`config.mk`:
```
export PLATFORM = sky130hd
export DESIGN_NAME = lcd_ram_scanner
export DESIGN_NICKNAME = d
export VERILOG_FILES = /design/src/rtl/lcd_ram_scanner.sv
export SDC_FILE = /design/constraint.sdc
export NUM_CORES = 1
export LEC_CHECK = 0
export BUFFER_PORTS_ARGS = -buffer_cell sky130_fd_sc_hd__buf_2
export CELL_PAD_IN_SITES_DETAIL_PLACEMENT = 1
export CELL_PAD_IN_SITES_GLOBAL_PLACEMENT = 1
export CORE_ASPECT_RATIO = 1.75
export CORE_MARGIN = 2
export CORE_UTILIZATION = 32
export CTS_CLUSTER_DIAMETER = 60
export DETAILED_ROUTE_END_ITERATION = 8
export PLACE_DENSITY = 0.82
export SYNTH_ARGS = -nofsm -noshare
export SYNTH_HDL_FRONTEND = slang
export SYNTH_SLANG_ARGS = --single-unit
```
`constraint.sdc`:
```
create_clock -name clk -period 2.35 [get_ports clk]
set_clock_uncertainty 0.1 [all_clocks]
set_input_delay 0.1175 -clock clk [delete_from_list [all_inputs] [get_ports clk]]
set_output_delay 0.1175 -clock clk [all_outputs]
set_load 0.05 [all_outputs]
```
`src/rtl/lcd_ram_scanner.sv`:
```
// Scans NUM_CHARS words of display RAM and streams the low bytes to an LCD
// driver as printable characters over a valid/ready handshake.
module lcd_ram_scanner #(
    parameter int          DATA_WIDTH    = 32,
    parameter int          ADDRESS_WIDTH = 12,
    parameter int unsigned BASE_ADDR     = 0,
    parameter int          NUM_CHARS     = 32,
    parameter int          AUTO_REFRESH  = 0
) (
    input  logic                     clk,
    input  logic                     reset,
    input  logic                     start,
    input  logic                     ramWEn,
    output logic [ADDRESS_WIDTH-1:0] lcdOutAddr,
    input  logic [DATA_WIDTH-1:0]    lcdDataOut,
    output logic [7:0]               char_data,
    output logic [4:0]               char_pos,
    output logic                     char_valid,
    input  logic                     char_ready,
    output logic                     busy,
    output logic                     frame_done
);

    localparam logic [1:0] ST_IDLE    = 2'd0;
    localparam logic [1:0] ST_ISSUE   = 2'd1;
    localparam logic [1:0] ST_CAPTURE = 2'd2;
    localparam logic [1:0] ST_SEND    = 2'd3;

    localparam logic [4:0]               LAST_INDEX = 5'(NUM_CHARS - 1);
    localparam logic [ADDRESS_WIDTH-1:0] BASE       = ADDRESS_WIDTH'(BASE_ADDR);
    localparam logic [7:0]               BLANK      = 8'h20;

    logic [1:0]               state_reg, state_next;
    logic [4:0]               index_reg, index_next;
    logic [ADDRESS_WIDTH-1:0] addr_reg, addr_next;
    logic [7:0]               data_reg, data_next;
    logic [4:0]               pos_reg, pos_next;
    logic                     valid_reg, valid_next;
    logic                     busy_reg, busy_next;
    logic                     done_reg, done_next;

    logic [7:0] ram_byte;
    logic [7:0] shown_byte;

    assign ram_byte = lcdDataOut[7:0];

    // Only the low byte carries the character; upper bits of the word are ignored.
    generate
        if (DATA_WIDTH > 8) begin : g_upper
            logic unused_upper;
            assign unused_upper = ^lcdDataOut[DATA_WIDTH-1:8];
        end
    endgenerate

    // Control codes and DEL/high bytes are shown as blanks on the panel.
    assign shown_byte = ((ram_byte >= 8'h20) && (ram_byte <= 8'h7E)) ? ram_byte : BLANK;

    always_comb begin
        state_next = state_reg;
        index_next = index_reg;
        addr_next  = addr_reg;
        data_next  = data_reg;
        pos_next   = pos_reg;
        valid_next = valid_reg;
        busy_next  = busy_reg;
        done_next  = 1'b0;

        case (state_reg)
            ST_IDLE: begin
                if (start) begin
                    index_next = 5'd0;
                    addr_next  = BASE;
                    busy_next  = 1'b1;
                    state_next = ST_ISSUE;
                end
            end

            ST_ISSUE: begin
                // The RAM output register only advances while no write is in progress.
                if (!ramWEn) begin
                    state_next = ST_CAPTURE;
                end
            end

            ST_CAPTURE: begin
                data_next  = shown_byte;
                pos_next   = index_reg;
                valid_next = 1'b1;
                state_next = ST_SEND;
            end

            ST_SEND: begin
                if (char_ready) begin
                    valid_next = 1'b0;
                    if (index_reg == LAST_INDEX) begin
                        done_next = 1'b1;
                        if (AUTO_REFRESH != 0) begin
                            index_next = 5'd0;
                            addr_next  = BASE;
                            state_next = ST_ISSUE;
                        end else begin
                            busy_next  = 1'b0;
                            state_next = ST_IDLE;
                        end
                    end else begin
                        index_next = index_reg + 5'd1;
                        addr_next  = BASE + ADDRESS_WIDTH'(index_reg + 5'd1);
                        state_next = ST_ISSUE;
                    end
                end
            end

            default: begin
                valid_next = 1'b0;
                busy_next  = 1'b0;
                state_next = ST_IDLE;
            end
        endcase
    end

    always_ff @(posedge clk or posedge reset) begin
        if (reset) begin
            state_reg <= ST_IDLE;
            index_reg <= 5'd0;
            addr_reg  <= BASE;
            data_reg  <= BLANK;
            pos_reg   <= 5'd0;
            valid_reg <= 1'b0;
            busy_reg  <= 1'b0;
            done_reg  <= 1'b0;
        end else begin
            state_reg <= state_next;
            index_reg <= index_next;
            addr_reg  <= addr_next;
            data_reg  <= data_next;
            pos_reg   <= pos_next;
            valid_reg <= valid_next;
            busy_reg  <= busy_next;
            done_reg  <= done_next;
        end
    end

    assign lcdOutAddr = addr_reg;
    assign char_data  = data_reg;
    assign char_pos   = pos_reg;
    assign char_valid = valid_reg;
    assign busy       = busy_reg;
    assign frame_done = done_reg;

endmodule

```
==> impl_metrics.json <==
{
  "status": "finished, violations left",
  "violations": "hold timing",
  "ir_drop_mv": 0.564,
  "min_path_type": "in -> reg",
  "fp.dieW_um": 51.1,
  "antenna_left": 0,
  "crit_type": "reg -> reg",
  "hold_slack_ns": -0.00309,
  "dr.pass1.iters": 3,
  "finalNetCount": 197,
  "p_leak_nw": 0.794,
  "fp.coreArea_um2": 3790,
  "dp.cells": 193,
  "worstRegToRegCells": 7,
  "cts_tree": "yes",
  "crit_path_top_delay_cell": "dfrtp_1",
  "path_common_cell": "ha_1",
  "port_buffers": 34,
  "cts-root-buf": "clkbuf_8",
  "p_per_area_nw_per_um2": 1420,
  "insertion_delay_ns": 0.27,
  "die_y_um": 86.5,
  "drive_gt1_share_pct": 35.3,
  "end_kind": "register",
  "clk_pin_slew_ns": 0.08,
  "relSlewSlack_pct": 38.6,
  "rsz0062_at_grt": "false",
  "largest_register_ffs": 8,
  "synth_cell_types": 36,
  "async_flop_share_pct": 100,
  "start_util_pct": 32.8,
  "numCtsBuffers": 3,
  "crit_arrival_ns": 2.19,
  "crit_fanout": 6,
  "synth-seq-cells": 24,
  "min_period_over_period_pct": 88.6,
  "antenna_found_initial": 0,
  "final_cell_mix": "buf_2 (34), dfrtp_1 (23), inv_1 (8), nand2_1 (8), a22o_1 (7)",
  "avgSynthCellArea_um2": 11.1,
  "worst_path_largest_cell_delay_ns": 0.46,
  "grt_max_degree": 25,
  "wl_per_cell_um": 14.2,
  "worstHoldPathCells": 2,
  "finalSetupViolCount": 0,
  "max_freq_mhz": 480,
  "syn_inst": 112,
  "tns_ns": 0,
  "stdcell_count": 201,
  "cp_data_required_time_ns": 2.45,
  "grt_pass1_vias": 977,
  "worst_pin_slew_ns": 0.920,
  "final_common_cell": "buf_2",
  "grt.total_usage_pct": 13.6,
  "htree_levels": 1,
  "place_area_um2": 1450,
  "rows": 30,
  "ys_seq_area_share_pct": 48.4,
  "num_antenna_cells": 0,
  "die-area_um2": 4420,
  "synthFlopType": "dfrtp_1",
  "area_delta_synth_final_pct": 24.4,
  "final_hold_viol_count": 1,
  "cp_num_cells": 7,
  "min_period_ns": 2.08,
  "post-dp-hpwl_mm": 2.25,
  "gp_congestion": 0.698,
  "drc_errors": 0,
  "synth-edff-count": 0,
  "drv_slew": 0,
  "grt_first_pass_wirelength_mm": 4.55,
  "final_cell_area_um2": 1550,
  "cp-start-kind": "register",
  "max_cap_violations": 0,
  "crit_chain": "ha_1, and3_1, ha_1, buf_4, or2_2, o31ai_1, a22o_1",
  "io-pin-count": 65,
  "clock_sinks": 24,
  "critical-path-top-delay-family": "simple AND/OR/NAND/NOR gates",
  "totalWireLength_mm": 2.86,
  "crit_buf_inv": 1,
  "netlist_area_um2": 1240,
  "vias_per_cell": 4.78,
  "grt_overflow_total": 0,
  "ctsResizeCount": 0,
  "cts_buffer_depth": 2,
  "vias": 960,
  "drt_iter0_drc": 10,
  "ys_warn_count": 0
}
==> Yosys cell counts (2+ instances only) <==
cell,instances,area share [%]
buf_4,6,3.6
nor3_1,2,0.80
a22o_1,7,4.9
ha_1,6,6.0
nor2b_4,2,2.2
mux2i_1,4,3.2
inv_1,8,2.4
nand3_1,4,1.6
o21ai_0,2,0.80
nand2b_1,3,1.5
nand2_1,8,2.4
dfrtp_1,23,46
nor2_1,5,1.5
nor2b_1,3,1.5
mux2_2,6,5.4
buf_2,2,0.80
nand3b_1,2,1.2
==> repair_timing <==
action                    CTS  global route
hold endpoints to repair   26             0
hold buffers                4             0
setup buffers               0             0
==> final cells by class <==
class	instances	area, um^2
Fill cell	440	2240
Sequential cell	24	602
Multi-Input combinational cell	77	576
Timing Repair Buffer	40	225
Tap cell	48	60.1
Clock buffer	4	55.1
Inverter	8	30.0
==> path summary, 6_finish.rpt <==
kind / startpoint / end / slack (ns)
hold reg to reg: lcdOutAddr[5]$_DFFE_PP0P_ / lcdOutAddr[5]$_DFFE_PP0P_ / 0.39
setup / recovery: index_reg[1]$_DFFE_PP0P_ / index_reg[0]$_DFFE_PP0P_ / 0.27
max in group asynchronous: reset / char_data[6]$_DFFE_PP0P_ / 1.10
hold / removal: lcdDataOut[2] / char_data[2]$_DFFE_PP0P_ / -0.003
setup reg to reg: index_reg[1]$_DFFE_PP0P_ / index_reg[0]$_DFFE_PP0P_ / 0.27
min in group asynchronous: reset / index_reg[3]$_DFFE_PP0P_ / 0.49
==> cell families after synthesis <==
family          synth area share [%]
simple gates                    16.8
flops                           48.4
compound gates                  12.1
buf+inv                         6.84
mux                             9.56
fa+ha+maj                       6.04
other cells                    0.302
==> report_power, final <==
group,switching [mW],internal [mW],leakage (nW)
Clock,0.129,0.150,0.0288
Combinational,0.842,0.406,0.456
Sequential,0.102,0.565,0.309
Total,1.07,1.12,0.794
==> metrics by stage <==
| stage | utilization (%) | total power, mW | setup slack [ns] | hold WS [ns] |
|---|---|---|---|---|
| after detailed placement | 38.3 | 1.93 | 0.286 | 0.256 |
| final | 40.8 | 2.19 | 0.269 | -0.00309 |
| after global placement | 38.3 | 1.87 | 0.340 | 0.238 |
| after global routing | 40.8 | 2.35 | 0.185 | 0.00976 |
| after floorplan | - | 1.65 | 0.127 | 0.0314 |
| after CTS | 40.8 | 2.22 | 0.252 | 0.000236 |
==> metal layers <==
| layer | GRT usage (%) | vias up | wire (um) |
|---|---|---|---|
| met5 | 0 | - | 0 |
| met4 | 7.37 | 0 | 68 |
| met3 | 0.862 | 5 | 130 |
| met2 | 24.4 | 28 | 1500 |
| met1 | 15.6 | 465 | 1150 |
| li1 | - | 462 | - |
No activity file was read; power rests on OpenSTA's default activity.
